**src/rtl/tamaquar_button_ctrl.sv**
```systemverilog
// Key front-end for the TamaQuar pet FSM: 2-flop sync, debounce, active-low press pulses, short/long select decode.
// Optional auto-repeat on feed/heal while held is built when TAMAQUAR_AUTO_REPEAT_EN is defined.
module tamaquar_button_ctrl #(
    parameter int DEB_CYCLES    = 1000000,
    parameter int LONG_CYCLES   = 100000000,
    parameter int REPEAT_CYCLES = 25000000
) (
    input  logic clk,
    input  logic rst,
    input  logic btn_feed_n,
    input  logic btn_light_n,
    input  logic btn_echo_n,
    input  logic btn_heal_n,
    input  logic btn_sel_n,
    output logic feeding1,
    output logic light_out1,
    output logic echo_sig1,
    output logic healing1,
    output logic change_state1,
    output logic test1,
    output logic sel_long
);
    localparam int NKEY = 5;
    localparam int SEL  = 4;
    localparam int DW   = $clog2(DEB_CYCLES + 1);
    localparam int LW   = $clog2(LONG_CYCLES + 1);
    localparam logic [DW-1:0] DEB_MAX  = DW'(DEB_CYCLES - 1);
    localparam logic [LW-1:0] LONG_MAX = LW'(LONG_CYCLES - 1);

    typedef enum logic [1:0] {
        IDLE,
        PRESS_WAIT,
        HELD,
        RELEASE_WAIT
    } deb_state_t;

    logic [NKEY-1:0] key_raw;
    logic [NKEY-1:0] sync_a;
    logic [NKEY-1:0] sync_b;
    deb_state_t      state     [NKEY];
    deb_state_t      state_nxt [NKEY];
    logic [DW-1:0]   cnt       [NKEY];
    logic [DW-1:0]   cnt_nxt   [NKEY];
    logic [NKEY-1:0] press_acc;
    logic [NKEY-1:0] rel_acc;
    logic [NKEY-1:0] key_down;
    logic [3:0]      rep_fire;
    logic [3:0]      key_pulse_n;
    logic [LW-1:0]   hold_cnt;

    assign key_raw = {btn_sel_n, btn_heal_n, btn_echo_n, btn_light_n, btn_feed_n};

    always_ff @(posedge clk) begin
        if (!rst) begin
            sync_a <= '1;
            sync_b <= '1;
            for (int k = 0; k < NKEY; k++) begin
                state[k] <= IDLE;
                cnt[k]   <= '0;
            end
        end else begin
            sync_a <= key_raw;
            sync_b <= sync_a;
            for (int k = 0; k < NKEY; k++) begin
                state[k] <= state_nxt[k];
                cnt[k]   <= cnt_nxt[k];
            end
        end
    end

    // Counters stop at DEB_MAX because reaching it always leaves the wait state.
    always_comb begin
        press_acc = '0;
        rel_acc   = '0;
        key_down  = '0;
        for (int k = 0; k < NKEY; k++) begin
            state_nxt[k] = state[k];
            cnt_nxt[k]   = cnt[k];
            key_down[k]  = (state[k] == HELD) || (state[k] == RELEASE_WAIT);
            case (state[k])
                IDLE: begin
                    if (!sync_b[k]) begin
                        state_nxt[k] = PRESS_WAIT;
                        cnt_nxt[k]   = '0;
                    end
                end
                PRESS_WAIT: begin
                    if (sync_b[k]) begin
                        state_nxt[k] = IDLE;
                    end else if (cnt[k] == DEB_MAX) begin
                        state_nxt[k] = HELD;
                        press_acc[k] = 1'b1;
                    end else begin
                        cnt_nxt[k] = cnt[k] + DW'(1);
                    end
                end
                HELD: begin
                    if (sync_b[k]) begin
                        state_nxt[k] = RELEASE_WAIT;
                        cnt_nxt[k]   = '0;
                    end
                end
                RELEASE_WAIT: begin
                    if (!sync_b[k]) begin
                        state_nxt[k] = HELD;
                    end else if (cnt[k] == DEB_MAX) begin
                        state_nxt[k] = IDLE;
                        rel_acc[k]   = 1'b1;
                    end else begin
                        cnt_nxt[k] = cnt[k] + DW'(1);
                    end
                end
                default: begin
                    state_nxt[k] = IDLE;
                end
            endcase
        end
    end

`ifdef TAMAQUAR_AUTO_REPEAT_EN
    localparam int RPW = $clog2(REPEAT_CYCLES + 1);
    localparam logic [RPW-1:0] REP_MAX  = RPW'(REPEAT_CYCLES - 1);
    localparam logic [3:0]     REP_KEYS = 4'b1001;

    logic [RPW-1:0] rep_cnt [4];

    // Period restarts from every pulse; a release glitch at the period boundary skips that repeat.
    always_ff @(posedge clk) begin
        if (!rst) begin
            for (int k = 0; k < 4; k++) rep_cnt[k] <= '0;
        end else begin
            for (int k = 0; k < 4; k++) begin
                if (press_acc[k]) begin
                    rep_cnt[k] <= '0;
                end else if (key_down[k] && !rel_acc[k]) begin
                    rep_cnt[k] <= (rep_cnt[k] == REP_MAX) ? '0 : rep_cnt[k] + RPW'(1);
                end
            end
        end
    end

    always_comb begin
        rep_fire = '0;
        for (int k = 0; k < 4; k++) begin
            rep_fire[k] = REP_KEYS[k] && key_down[k] && !rel_acc[k] && !sync_b[k]
                          && (rep_cnt[k] == REP_MAX);
        end
    end
`else
    assign rep_fire = '0;
`endif

    always_ff @(posedge clk) begin
        if (!rst) begin
            key_pulse_n <= '1;
        end else begin
            key_pulse_n <= ~(press_acc[3:0] | rep_fire);
        end
    end

    assign feeding1   = key_pulse_n[0];
    assign light_out1 = key_pulse_n[1];
    assign echo_sig1  = key_pulse_n[2];
    assign healing1   = key_pulse_n[3];

    // A long press owns its release: change_state1 only fires if test1 never did.
    always_ff @(posedge clk) begin
        if (!rst) begin
            hold_cnt      <= '0;
            sel_long      <= 1'b0;
            change_state1 <= 1'b1;
            test1         <= 1'b1;
        end else begin
            change_state1 <= 1'b1;
            test1         <= 1'b1;
            if (press_acc[SEL]) begin
                hold_cnt <= '0;
            end else if (rel_acc[SEL]) begin
                change_state1 <= sel_long;
                sel_long      <= 1'b0;
            end else if (key_down[SEL] && !sel_long) begin
                if (hold_cnt == LONG_MAX) begin
                    test1    <= 1'b0;
                    sel_long <= 1'b1;
                end else begin
                    hold_cnt <= hold_cnt + LW'(1);
                end
            end
        end
    end

endmodule

```
**config.mk**
```make
export PLATFORM = sky130hd
export DESIGN_NAME = tamaquar_button_ctrl
export DESIGN_NICKNAME = d
export VERILOG_FILES = /design/src/rtl/tamaquar_button_ctrl.sv
export SDC_FILE = /design/constraint.sdc
export NUM_CORES = 1
export LEC_CHECK = 0
export ABC_AREA = 1
export BUFFER_PORTS_ARGS = -buffer_cell sky130_fd_sc_hd__buf_2
export CORE_MARGIN = 4
export CORE_UTILIZATION = 60
export DETAILED_ROUTE_END_ITERATION = 16
export HOLD_SLACK_MARGIN = 0.06
export PLACE_DENSITY = 0.79
export RECOVER_POWER = 50
export SETUP_SLACK_MARGIN = 0.4
export SLEW_MARGIN = 20
export SYNTH_ARGS = -nofsm -noshare
export SYNTH_HDL_FRONTEND = slang
export SYNTH_SLANG_ARGS = --single-unit
```
**constraint.sdc**
```tcl
create_clock -name clk -period 2 [get_ports clk]
set_input_delay 0.3 -clock clk [delete_from_list [all_inputs] [get_ports clk]]
set_output_delay 0.3 -clock clk [all_outputs]
set_load 0.1 [all_outputs]
```
==> run_results.csv <==
group,metric,value,unit
clock_tree,clk_pin_slew_worst_paths,60,ps
clock_tree,clock_latency,440,ps
die,core,15200,sq um
critical_path,reg2reg_to,"cnt[0][72]",
layout,layout_commonest_cell,"nand2_1",
clock_tree,clkSinkCount,154,
grt,grt_pass1_wl,40400,microns
sta,worst_pin_slew,674,ps
logic_synthesis,netlist_instances,1518,
logic_synthesis,yosys_warnings,0,
sta,setup_violations,0,
drt,dr.pass1.iters,8,
sta,rsz0062_at_grt,"true",
drt,vias,10600,
sta,fmax,0.535,GHz
layout,drive_above_1_share,26.3,%
sta,relSlewSlack,55.1,%
die,die_h,133,microns
sta,hold_viol,0,
status,run_status,"finished clean",
clock_tree,cts_tree,"yes",
critical_path,cp-endpoint,"cnt[0][72]",
layout,final_cells,1809,
worst_hold_path,hold_class,"input pin to register",
layout,mostFrequentLayoutCells,"425 x nand2_1, 205 x nor2_1, 135 x inv_1",
logic_synthesis,ys_ff_latch,154,
logic_synthesis,ys_seq_area_share,33.0,%
clock_tree,root_buffer,"clkbuf_16",
drt,dr.first_iter.drc_count,985,
critical_path,crit_fanout,7,
logic_synthesis,synth_area_leaders,"dfxtp_1 33%, nand2_1 18%, nor2_1 9.7%",
sta,period_needed,1870,ps
critical_path,reg2reg_slack,130,ps
logic_synthesis,syn_nets,1537,
sta,fin_crit_sh,93.4,%
place,dpl_cell_area,9690,sq um
die,die_width,133,microns
drt,wirelength,28900,microns
die,rows,45,
critical_path,required,2380,ps
power,cellPowerDensity,671,nW/um^2
place,dp.cells,1705,
drt,post_drt_via_cell_ratio,5.88,
critical_path,cp-start-kind,"register",
critical_path,crit_type,"register to register",
die,start_util,61.4,%
grt,grt_pass1_vias,9075,
sta,whs,89.7,ps
clock_tree,htreeDepth,4,
drt,ant_nets,0,
logic_synthesis,synth.distinct_cells,40,
place,gp_congestion,0.960,
grt,antenna_found_initial,0,
critical_path,r2r_cells,9,
power,irDropWorstVdd,0.000706,V
layout,final_area,12200,sq um
grt,grt_start_max_net_pins,42,
logic_synthesis,synth_top_area_share,33.0,%
place,hpwl,14900,microns
sta,slew_viol_final,0,
place,portBuffers,13,
run,drv_cap,0,
clock_tree,cts_buffers,17,
power,p_total,8.18,mW
place,dp_slack,111,ps
power,p_leak,4.37,nW
critical_path,critPathArrivalTime,2240,ps
layout,final_util,80.2,%
critical_path,end_kind,"register",
grt,overflow,0,
sta,fin_ws,132,ps
layout,synthToLayoutAreaGrowth,30.6,%
die,ios,14,
sta,skew,8.84,ps
clock_tree,cts.path.max_buffers,2,
logic_synthesis,post-synth-top-area-cell,"dfxtp_1",
sta,tns,0,ps
die,die_area,17600,sq um
drt,wire_per_inst,16.0,microns
grt,track_usage,27.2,%
drt,drc,0,
layout,fillers,979,
logic_synthesis,syn_area_per_cell,6.15,sq um
layout,nets,1627,
layout,diodes,0,
logic_synthesis,syn_area,9340,sq um
==> synthesized netlist by cell type (all sizes together) <==
master	count
a31oi	1
nand2	465
nor3	26
xnor2	8
clkinv	1
clkbuf	16
nand3	134
a211oi	1
dfxtp	154
or2	14
a21o	1
nand4	42
o21ai	51
a21oi	102
or3	2
xor2	22
and2	1
nand3b	10
nor2	252
a31o	1
buf	25
o21bai	6
ha	12
inv	168
nor3b	3
==> cells by family (layout without fill, tap and decap cells) <==
family | Yosys count | in the layout | synth area share, %
xor+xnor | 30 | 30 | 2.81
flops | 154 | 154 | 33.0
fa+ha+maj | 12 | 12 | 1.61
buf+inv | 210 | 303 | 9.35
compound gates | 163 | 163 | 9.37
simple gates | 949 | 959 | 43.8
==> metal layers <==
| layer | share of wire (%) | vias up | global-route usage [%] |
|---|---|---|---|
| li1 | - | 5033 | - |
| met5 | 0 | - | 0 |
| met2 | 49 | 615 | 46.2 |
| met1 | 39 | 4799 | 32.8 |
| met4 | 5.4 | 0 | 13.9 |
| met3 | 7.3 | 181 | 5.44 |
==> area by class of cell <==
cell class	instances	area, sq um	share of cell area, %
flip-flops and latches	154	3200	26.2
multi-input cells	1164	6440	52.8
inverters	169	704	5.78
well taps	188	235	1.93
clock inverters	13	143	1.17
clock buffers	19	443	3.63
repair inverters	1	16.3	0.133
repair buffers	101	1010	8.31
==> worst min-delay path by stage <==
stage          cells after the start  slack, ps        from         to
2_1_floorplan                      1        390   sync_a[0]  sync_b[0]
3_3_place_gp                       1        400   sync_a[4]  sync_b[4]
3_5_place_dp                       1        400   sync_a[4]  sync_b[4]
4_1_cts                            2         80  btn_feed_n  sync_a[0]
5_1_grt                            2         80  btn_feed_n  sync_a[0]
6_report                           2         90  btn_feed_n  sync_a[0]
==> report_power, final <==
group / switching, mW / internal (mW)
registers: 0.120 / 3.13
logic: 1.05 / 0.633
clock network: 1.37 / 1.88
==> flip-flops by register name, indices dropped and copies added (netlist names), named ones only <==
name	cells
change_state1	1
cnt	100
hold_cnt	27
key_pulse_n	4
sel_long	1
state	5
sync_a	5
sync_b	5
test1	1
==> worst max-delay path, stage by stage (launching register included) <==
cell	delay (ps)
dfxtp_4	380
inv_2	60
ha_4	160
nor2_1	250
inv_1	190
nand4_1	280
nand2_4	140
o21ai_1	210
inv_1	60
nor2_1	80
==> timing repair <==
action,4_1_cts,5_1_grt
endpoints found under the hold margin,4,0
hold buffers,4,0
pin swaps,35,77
resized for setup,110,295
gates cloned,10,7
buffers inserted,23,28
endpoints found under the setup margin,126,136
Power figures use the tool's default switching activity.
